File: src/rtl/t04_mem_pkg.sv
// Shared types and default address map for the datapath memory arbiter.
package t04_mem_pkg;

  localparam int unsigned ADDR_W = 32;
  localparam int unsigned DATA_W = 32;
  localparam int unsigned SEL_W  = 4;
  localparam int unsigned KEY_W  = 8;

  localparam logic [ADDR_W-1:0] DISP_BASE_DEF = 32'h0000_D000;
  localparam logic [ADDR_W-1:0] DISP_SIZE_DEF = 32'h0000_0100;
  localparam logic [ADDR_W-1:0] KEY_ADDR_DEF  = 32'h0000_E000;
  localparam int unsigned       TIMEOUT_DEF   = 64;

  typedef enum logic [2:0] {
    IDLE,
    RAM_REQ,
    RAM_WAIT,
    DISP_WAIT,
    KEY_WAIT,
    DONE
  } state_t;

  typedef enum logic [1:0] {
    TGT_RAM,
    TGT_DISP,
    TGT_KEY
  } tgt_t;

  typedef enum logic {
    GNT_INSTR,
    GNT_DATA
  } gnt_t;

  // Request fields captured at grant time
  typedef struct packed {
    logic [ADDR_W-1:0] addr;
    logic [DATA_W-1:0] wdata;
    logic [SEL_W-1:0]  sel;
    logic              write;
    tgt_t              target;
  } req_t;

endpackage

File: src/rtl/t04_addr_decoder.sv
// Maps a data address onto the RAM, display window or keypad register.
module t04_addr_decoder
  import t04_mem_pkg::*;
#(
  parameter logic [ADDR_W-1:0] DISP_BASE = DISP_BASE_DEF,
  parameter logic [ADDR_W-1:0] DISP_SIZE = DISP_SIZE_DEF,
  parameter logic [ADDR_W-1:0] KEY_ADDR  = KEY_ADDR_DEF
) (
  input  logic [ADDR_W-1:0] addr,
  output tgt_t              target_c
);

  // One extra bit so a window touching the top of the map cannot wrap
  localparam logic [ADDR_W:0] DISP_END = {1'b0, DISP_BASE} + {1'b0, DISP_SIZE};

  // Keypad register takes priority over the display window
  always_comb begin
    target_c = TGT_RAM;
    if (addr == KEY_ADDR) begin
      target_c = TGT_KEY;
    end else if ((addr >= DISP_BASE) && ({1'b0, addr} < DISP_END)) begin
      target_c = TGT_DISP;
    end
  end

endmodule

File: src/rtl/t04_mem_arbiter.sv
// Round-robin arbiter between instruction fetch and data access, driving
// the wishbone RAM port, display write port and keypad read.
module t04_mem_arbiter
  import t04_mem_pkg::*;
#(
  parameter logic [ADDR_W-1:0] DISP_BASE = DISP_BASE_DEF,
  parameter logic [ADDR_W-1:0] DISP_SIZE = DISP_SIZE_DEF,
  parameter logic [ADDR_W-1:0] KEY_ADDR  = KEY_ADDR_DEF,
  parameter int unsigned       TIMEOUT   = TIMEOUT_DEF
) (
  input  logic              clk,
  input  logic              nrst,
  input  logic              i_req,
  input  logic [ADDR_W-1:0] i_addr,
  input  logic              MemRead,
  input  logic              MemWrite,
  input  logic [ADDR_W-1:0] d_addr,
  input  logic [DATA_W-1:0] d_wdata,
  input  logic [SEL_W-1:0]  d_sel,
  input  logic              busy,
  input  logic [DATA_W-1:0] wb_rdata,
  input  logic              display_ack,
  input  logic              key_en,
  input  logic [KEY_W-1:0]  key_data,
  output logic              wb_read,
  output logic              wb_write,
  output logic [ADDR_W-1:0] wb_adr,
  output logic [DATA_W-1:0] wb_wdata,
  output logic [SEL_W-1:0]  wb_sel,
  output logic              disp_wen,
  output logic [DATA_W-1:0] disp_data,
  output logic              i_ack,
  output logic              d_ack,
  output logic [DATA_W-1:0] i_rdata,
  output logic [DATA_W-1:0] d_rdata,
  output logic              err
);

  localparam int unsigned TIMER_W = $clog2(TIMEOUT + 1);

  state_t               state;
  gnt_t                 cur_grant;
  gnt_t                 last_grant;
  logic                 req_write;
  logic                 busy_seen;
  logic [TIMER_W-1:0]   timer;

  tgt_t                 d_target_c;
  logic                 d_pending_c;
  logic                 grant_instr_c;
  req_t                 next_req_c;
  logic                 complete_c;
  logic                 timeout_c;
  logic [DATA_W-1:0]    comp_data_c;

  t04_addr_decoder #(
    .DISP_BASE (DISP_BASE),
    .DISP_SIZE (DISP_SIZE),
    .KEY_ADDR  (KEY_ADDR)
  ) u_addr_decoder (
    .addr     (d_addr),
    .target_c (d_target_c)
  );

  // Arbitration: on a tie the requester not served last wins
  always_comb begin
    d_pending_c   = MemRead | MemWrite;
    grant_instr_c = i_req;
    if (i_req && d_pending_c) begin
      grant_instr_c = (last_grant == GNT_DATA);
    end
    next_req_c = '0;
    if (grant_instr_c) begin
      next_req_c.addr   = i_addr;
      next_req_c.sel    = {SEL_W{1'b1}};
      next_req_c.write  = 1'b0;
      next_req_c.target = TGT_RAM;
    end else begin
      next_req_c.addr   = d_addr;
      next_req_c.wdata  = d_wdata;
      next_req_c.sel    = d_sel;
      next_req_c.write  = MemWrite;
      next_req_c.target = d_target_c;
    end
  end

  // Completion detect for the wait states; a real response beats the timeout
  always_comb begin
    complete_c  = 1'b0;
    timeout_c   = 1'b0;
    comp_data_c = '0;
    case (state)
      RAM_WAIT: begin
        if (!busy && busy_seen) begin
          complete_c  = 1'b1;
          comp_data_c = wb_rdata;
        end else if (timer == TIMER_W'(TIMEOUT - 1)) begin
          complete_c = 1'b1;
          timeout_c  = 1'b1;
        end
      end
      DISP_WAIT: begin
        if (!req_write || display_ack) begin
          complete_c = 1'b1;
        end else if (timer == TIMER_W'(TIMEOUT - 1)) begin
          complete_c = 1'b1;
          timeout_c  = 1'b1;
        end
      end
      KEY_WAIT: begin
        if (req_write) begin
          complete_c = 1'b1;
        end else if (key_en) begin
          complete_c  = 1'b1;
          comp_data_c = {{(DATA_W - KEY_W){1'b0}}, key_data};
        end
      end
      default: ;
    endcase
  end

  // Transaction sequencer with registered target strobes and ack pulses
  always_ff @(posedge clk or negedge nrst) begin
    if (!nrst) begin
      state      <= IDLE;
      cur_grant  <= GNT_INSTR;
      last_grant <= GNT_DATA;
      req_write  <= 1'b0;
      busy_seen  <= 1'b0;
      timer      <= '0;
      wb_read    <= 1'b0;
      wb_write   <= 1'b0;
      wb_adr     <= '0;
      wb_wdata   <= '0;
      wb_sel     <= '0;
      disp_wen   <= 1'b0;
      disp_data  <= '0;
      i_ack      <= 1'b0;
      d_ack      <= 1'b0;
      i_rdata    <= '0;
      d_rdata    <= '0;
      err        <= 1'b0;
    end else begin
      wb_read  <= 1'b0;
      wb_write <= 1'b0;
      i_ack    <= 1'b0;
      d_ack    <= 1'b0;
      err      <= 1'b0;
      case (state)
        IDLE: begin
          if (i_req || d_pending_c) begin
            cur_grant <= grant_instr_c ? GNT_INSTR : GNT_DATA;
            req_write <= next_req_c.write;
            busy_seen <= 1'b0;
            timer     <= '0;
            case (next_req_c.target)
              TGT_RAM: begin
                state    <= RAM_REQ;
                wb_read  <= ~next_req_c.write;
                wb_write <= next_req_c.write;
                wb_adr   <= next_req_c.addr;
                wb_wdata <= next_req_c.wdata;
                wb_sel   <= next_req_c.sel;
              end
              TGT_DISP: begin
                state     <= DISP_WAIT;
                disp_wen  <= next_req_c.write;
                disp_data <= next_req_c.write ? next_req_c.wdata : '0;
              end
              default: state <= KEY_WAIT;
            endcase
          end
        end
        RAM_REQ: state <= RAM_WAIT;
        RAM_WAIT, DISP_WAIT, KEY_WAIT: begin
          if (complete_c) begin
            state     <= DONE;
            err       <= timeout_c;
            wb_adr    <= '0;
            wb_wdata  <= '0;
            wb_sel    <= '0;
            disp_wen  <= 1'b0;
            disp_data <= '0;
            if (cur_grant == GNT_INSTR) begin
              i_ack   <= 1'b1;
              i_rdata <= comp_data_c;
            end else begin
              d_ack   <= 1'b1;
              d_rdata <= comp_data_c;
            end
          end else begin
            if ((state == RAM_WAIT) && busy) busy_seen <= 1'b1;
            if (state != KEY_WAIT) timer <= timer + TIMER_W'(1);
          end
        end
        DONE: begin
          last_grant <= cur_grant;
          state      <= IDLE;
        end
        default: state <= IDLE;
      endcase
    end
  end

endmodule

File: config.mk
export PLATFORM = sky130hd
export DESIGN_NAME = t04_mem_arbiter
export DESIGN_NICKNAME = d
export VERILOG_FILES = /design/src/rtl/t04_mem_pkg.sv /design/src/rtl/t04_addr_decoder.sv /design/src/rtl/t04_mem_arbiter.sv
export SDC_FILE = /design/constraint.sdc
export NUM_CORES = 1
export LEC_CHECK = 0
export BUFFER_PORTS_ARGS = -buffer_cell sky130_fd_sc_hd__buf_2
export CAP_MARGIN = 20
export CORE_ASPECT_RATIO = 0.9
export CORE_MARGIN = 2
export CORE_UTILIZATION = 30
export DETAILED_ROUTE_END_ITERATION = 8
export GPL_ROUTABILITY_DRIVEN = 0
export GPL_TIMING_DRIVEN = 1
export PLACE_DENSITY = 0.56
export SYNTH_ARGS = -nofsm -noshare
export SYNTH_HDL_FRONTEND = slang
export SYNTH_SLANG_ARGS = --single-unit
File: constraint.sdc
create_clock -name clk -period 4.5 [get_ports clk]
set_input_delay 0.9 -clock clk [delete_from_list [all_inputs] [get_ports clk]]
set_output_delay 0.9 -clock clk [all_outputs]
set_load 0.02 [all_outputs]
======== Word level (Yosys, flattened, before mapping) ========
Cells that the tools add are included.
storage, ports and cells
  output and inout bits ................... 170
  logic and storage cells ................. 125
  bits of input ports ..................... 148
  flip-flop bits (word level) ............. 184
operators by class
  add/subtract/negate cells ............... 1
  bitwise gates (word level) .............. 3
  equality and inequality tests ........... 16
  multiplexer cells ....................... 65
  $lt $le $gt $ge ......................... 2
  reduce and logical (&&, ||, !) cells .... 20
operator list
  cell                  count
  $mux 32               11
  $pmux 32 s2           4
  $eq 32x16->1 const B  1
  $ge 32x16->1 const B  1
  $lt 32x16->1 const B  1
  $mux 1                30
  $mux 7                4
  $mux 8                2
  $reduce_and 4->1      4
  $pmux 7 s2            1
  $mux 4                3
  $ne 2x2->1 const B    5
  $pmux 3 s3            1
  $pmux 4 s2            1
  $add 7x1->7 const B   1
  $eq 7x6->1 const B    1
  $eq 3x2->1 const B    2
  $eq 3x3->1 const B    2
  $mux 3                2
  $pmux 1 s2            3
  $pmux 3 s2            1
  $reduce_and 3->1      2
  $logic_and 1x1->1     4
  $ne 2x1->1 const B    2
  other kinds (14)      18

======== Depth between registers and ports, before layout ========
  depth in word-level cells ............... 9
  gate-level depth with buffers ........... 8
  mapped depth without buffers ............ 5

======== Hierarchy ========
From an unflattened synthesis, not the netlist that was laid out.
second synthesis, totals
  cell total of the unflattened synthesis .. 762
  area total of the unflattened synthesis .. 8,404.3 sq um
by module, submodules not included
  module            times used  cells an instance  area each (sq um)  sequential area each (sq um)
  t04_mem_arbiter   1           748                8,270.4            4,605.7
  t04_addr_decoder  1           14                 133.9              0.0

======== Worst setup path before layout ========
No wires, ideal clock.
  path kind ............................... in2reg
  start point ............................. input port d_addr[22]
  end point ............................... register wb_adr[20]
  arrival ................................. 2,481 ps
  library setup time ...................... 125 ps
  stages .................................. 6
  path buffers ............................ 1
  data required time ...................... 4,375 ps
  path slack .............................. 1,894 ps
  cells stage by stage .................... or4b_4 -> a211oi_4 -> nand4b_1 -> o21ai_2 -> buf_4 -> mux2_2
between the ends
  word-level cells in the longest chain between the ends .. 8
  elaborated cells between the ends (all ways) .. 10
  those cells by class .................... 2 x order compare; 2 x eq/ne; 3 x mux; 3 x reduce/logical
ends and longest elaborated chain
  element                                       line                    source
  start, declared                               t04_mem_arbiter.sv:17   input logic [ADDR_W-1:0] d_addr,
  $ge 32x16->1 or $lt 32x16->1 (tied branches)  t04_addr_decoder.sv:21  end else if ((addr >= DISP_BASE) && ({1'b0, addr} < DISP_END)) begin
  $logic_and 1x1->1                             t04_addr_decoder.sv:21
  $mux 1                                        t04_addr_decoder.sv:21
  $mux 2 (*)                                    t04_addr_decoder.sv:19  if (addr == KEY_ADDR) begin
  $mux 7 (*)                                    t04_mem_arbiter.sv:73   if (grant_instr_c) begin
  $logic_not 2->1 (*)                           t04_mem_arbiter.sv:156  case (next_req_c.target)
  $ne 2x1->1 (no line) (*)                      n/a
  $reduce_and 4->1 (no line) (*)                n/a
  end signal, assigned                          t04_mem_arbiter.sv:161  wb_adr <= next_req_c.addr;
  end, declared                                 t04_mem_arbiter.sv:27   output logic [ADDR_W-1:0] wb_adr,
Every way passes the cells marked *; elsewhere a longest branch is shown, timed or not.
A chain may end at the register's enable or synchronous reset.

======== Worst setup path in the final report ========
  start point ............................. input port busy
  end point ............................... register wb_wdata[29]
between the ends
  word-level cells in the longest chain between the ends .. 6
ends and longest elaborated chain
  element                     line                    source
  start, declared             t04_mem_arbiter.sv:20   input logic busy,
  $logic_not 1->1             t04_mem_arbiter.sv:94   if (!busy && busy_seen) begin
  $logic_and 1x1->1           t04_mem_arbiter.sv:94
  $mux 1                      t04_mem_arbiter.sv:94
  $pmux 1 s3                  t04_mem_arbiter.sv:92   case (state)
  $ne 2x2->1 (no line)        n/a
  $reduce_and 4->1 (no line)  n/a
  end signal, assigned        t04_mem_arbiter.sv:162  wb_wdata <= next_req_c.wdata;
  end, declared               t04_mem_arbiter.sv:28   output logic [DATA_W-1:0] wb_wdata,
Every way passes these cells.

==> results.txt <==
The period utilization works out to 0.686. The count of final max-slew check failures is 0, and the largest net degree at the start of global routing is 103. The internal power of the cells totals 4.28 mW. Counting tap cells, the placed design contains a total of 1355 instances. The share of Yosys cell area claimed by the top area cell type is 0.559, and the count of distinct cell types in the synthesized netlist is 48.

The achievable clock frequency is 324 MHz. The H-tree depth came out at 4. The type of the worst setup path is input port to flop. Setup clock skew after layout: 28.4 ps. The worst setup path is captured at a flop. The core region is 27000 um^2.

Along the worst path, the maximum fanout reaches 27. Across all hold checks on the routed design, the worst slack comes to 365 ps. Port buffering added 317 buffers. Yosys attributes the largest share of cell area to sky130_fd_sc_hd__dfrtp_1 (56%), sky130_fd_sc_hd__mux2_2 (14%), sky130_fd_sc_hd__nand2_1 (5.0%), sky130_fd_sc_hd__a22o_1 (4.3%), sky130_fd_sc_hd__mux2i_1 (3.9%).

The worst setup path startpoint is busy. The yosys synthesis warning count is 0, and the number of global-route vias before repair is 6776. The worst relative slew slack came out at 0.354. The flow ran to the end, and the final reports show no timing, DRC or antenna violations. The overall track demand over capacity in global routing came out at 0.171. Leaving out fill and tap cells, the most frequent cells in the layout are sky130_fd_sc_hd__buf_2 (316), sky130_fd_sc_hd__dfrtp_1 (183), sky130_fd_sc_hd__nand2_1 (109), sky130_fd_sc_hd__mux2_2 (100), sky130_fd_sc_hd__a22o_1 (40).

The site row count came out at 57. The data arrival time of the worst path was 3450 ps. The total standard cell area after synthesis came out at 8200 um^2. The largest individual stage delay along the critical path comes from the cell sky130_fd_sc_hd__o21ai_4. Setup violations remaining at the end of the flow were counted as 0. Critical register-to-register path endpoint: wb_wdata[29].

The number of enable flip-flop cells after synthesis was 0. Together, buffers and inverters on the worst path number 3. Clock latency on the worst-skew pair, taken at its later pin, is 440 ps.

The share of synthesized registers carrying an async set or reset was 1.00; the wire length of the first global-routing pass was 38.4 mm. Max-cap violations in this run came to 0. The detailed-routing iteration count for the pre-antenna-repair pass is 5.

Global routing finished with a remaining overflow of 0. The DRC violation count after routing is 0. The minimum period implied by the final worst setup slack is 3090 ps.

Counting cells, the worst reg-to-reg path comes to 7. The share of total power consumed by net switching is 0.415. The tightest min-delay check is of the input port to async pin type. Buffers inserted to repair hold after CTS numbered 0.

The register area share after synthesis is 0.562, and the worst setup slack after layout is 1410 ps. The endpoint required time on the critical path was 4870 ps; the number of antenna violations at the first check in global routing was 1. TritonCTS built the clock tree. The setup check on the worst reg-to-reg path leaves a slack of 1430 ps. The tools report the buffers inserted during post-CTS setup optimization as 0.

The total nets after synthesis was 859. The number of clock sinks seen by CTS is 184, and the worst IR drop on VDD is 298 uV. The count of cells in the finished layout, fillers not included, comes to 1387. After filler insertion, the fill cell instance count of the layout stands at 2739.

For the initial standard-cell utilization of the core, the log shows 0.304. For this design the total switching power over the nets is 3.04 mW. The post-detailed-route wirelength per cell is 17.6 um.

After routing, the total negative slack on setup checks comes to 0 ps. The share of final-layout standard cells stronger than drive strength 1 was 0.463; the detailed-route wire length was 24.4 mm. In the synthesized netlist the dominant register cell turns out to be sky130_fd_sc_hd__dfrtp_1. The largest total area in the synthesized netlist belongs to sky130_fd_sc_hd__dfrtp_1. The count of nets left with antenna violations once routing finished came out at 0. The post-cts repair resize count is 0, and the register share of total power is 0.340.

The setup slack at placement came out at 1030 ps. The synthesized design contains 184 register bits. Dividing the synthesized area by the synthesized cell count gives 11.5 um^2. The first routing iteration left 285 violations.

0 antenna diodes ended up in the layout. Compared with the post-synthesis result, the final layout area differs by 31.6%. 318 I/O pins were placed. In the final design database the tool counted 1169 nets. The number of failing hold endpoints at the final stage is 0, and the clock slew at the register clock pins of the worst setup and hold paths is 70 ps. Summing over every cut layer, the via total after detailed routing is 6532. At the pin with the least slew margin, the transition time is 967 ps.

The number of standard cells after synthesis is 710, and the number of buffers inserted during clock tree synthesis is 17. The via density per instance was 4.71. The type of origin of the critical path is an input port. The estimated wirelength of the detail-placed design is 17.9 mm.

Among cell families on the critical path, the largest total delay comes from compound AO/OA/AOI/OAI gates. The horizontal die dimension was 178 um; the peak per-stage delay on the critical path was 770 ps. The vertical extent of the die works out to 161 um. Setup repair after global routing left no endpoint under its margin. The critical path goes through buf_2 > nor2b_1 > o22ai_1 > a21oi_1 > o21ai_4 > buf_4 > buf_4 > a22o_1.

The die covers 28700 um^2. The cell with the most instances on the worst path was sky130_fd_sc_hd__buf_4. Clock network power share: 0.212. Critical register-to-register path startpoint: state[0].

Root cell of the clock tree: sky130_fd_sc_hd__clkbuf_16. The run gives 0.447 as the share of power burned in combinational logic. The tools report the reported leakage power as 5.77 nW. The most common cell after layout, fill and taps aside is sky130_fd_sc_hd__buf_2.

The power density of the placed cells came out at 679 nW/um^2. Buffer depth of the longest clock path: 2.
[final cells by class]
cell class | instances | area [um^2] | share of cell area
tap | 354 | 443 | 0.0411
inverter | 36 | 135 | 0.0125
timing repair buffer | 335 | 1740 | 0.162
clock inverter | 13 | 145 | 0.0135
clock buffer | 19 | 453 | 0.0420
multi-input combinational | 446 | 3260 | 0.302
sequential | 184 | 4610 | 0.427
[power groups by stage]
stage                     clock (mW)  combinational (mW)  sequential [mW]
after floorplan                    0                1.71             3.04
after global placement             0                3.30             2.51
after detailed placement           0                3.33             2.51
after CTS                       1.61                3.33             2.50
after global routing            1.67                3.55             2.57
final                           1.55                3.28             2.49
[cells in the mapped netlist, types with 3 or more instances]
library cell,number
sky130_fd_sc_hd__buf_2,12
sky130_fd_sc_hd__mux2_2,100
sky130_fd_sc_hd__or4_1,4
sky130_fd_sc_hd__buf_6,5
sky130_fd_sc_hd__a31oi_1,3
sky130_fd_sc_hd__inv_1,36
sky130_fd_sc_hd__nor2_1,22
sky130_fd_sc_hd__buf_4,4
sky130_fd_sc_hd__dfrtp_1,183
sky130_fd_sc_hd__nand3_1,6
sky130_fd_sc_hd__nor3_1,5
sky130_fd_sc_hd__mux2i_1,32
sky130_fd_sc_hd__a22o_1,40
sky130_fd_sc_hd__nor4_1,5
sky130_fd_sc_hd__clkbuf_1,19
sky130_fd_sc_hd__nand4_1,4
sky130_fd_sc_hd__and3_1,26
sky130_fd_sc_hd__o21ai_0,11
sky130_fd_sc_hd__nor2b_1,4
sky130_fd_sc_hd__nand2_1,109
sky130_fd_sc_hd__a21oi_1,38
sky130_fd_sc_hd__o31ai_1,4
sky130_fd_sc_hd__buf_1,4
[worst max-delay path by stage]
| stage | slack, ps | depth (start not counted) | to |
|---|---|---|---|
| 6_report | 1410 | 8 | wb_wdata[29] |
| 5_1_grt | 1210 | 7 | wb_wdata[29] |
| 4_1_cts | 1430 | 6 | d_rdata[29] |
| 3_5_place_dp | 1030 | 8 | wb_wdata[23] |
| 3_3_place_gp | 1060 | 8 | wb_wdata[31] |
| 2_1_floorplan | 1890 | 6 | wb_adr[20] |
[flip-flops by register name, indices dropped and copies added, names as in the netlist]
name	count
err	1
disp_data	32
wb_sel	4
wb_adr	32
cur_grant	1
disp_wen	1
wb_write	1
wb_read	1
busy_seen	1
last_grant	1
wb_wdata	32
d_ack	1
i_ack	1
timer	7
i_rdata	32
state	3
req_write	1
d_rdata	32
[stage by stage]
stage / total power, mW / area, um^2 / util
2_1_floorplan: 4.74 / 8200 / -
3_3_place_gp: 5.81 / 10200 / 0.378
3_5_place_dp: 5.84 / 10200 / 0.378
4_1_cts: 7.44 / 10800 / 0.400
5_1_grt: 7.79 / 10800 / 0.400
6_report: 7.32 / 10800 / 0.400
[cells by family (layout without fill, tap and decap cells)]
group / after synthesis / after routing / share of synthesized area
compound gates: 111 / 111 / 0.0976
fa+ha+maj: 1 / 1 / 0.00153
buf+inv: 80 / 403 / 0.0449
flops: 184 / 184 / 0.562
mux: 133 / 133 / 0.178
simple gates: 201 / 201 / 0.116
[per-layer routing]
layer | share of wire | global-route usage
met1 | 0.45 | 0.228
met2 | 0.45 | 0.266
met3 | 0.087 | 0.0589
met4 | 0.010 | 0.0403
met5 | 0.00029 | 0
Note: power is estimated with default switching activity, not from simulation.
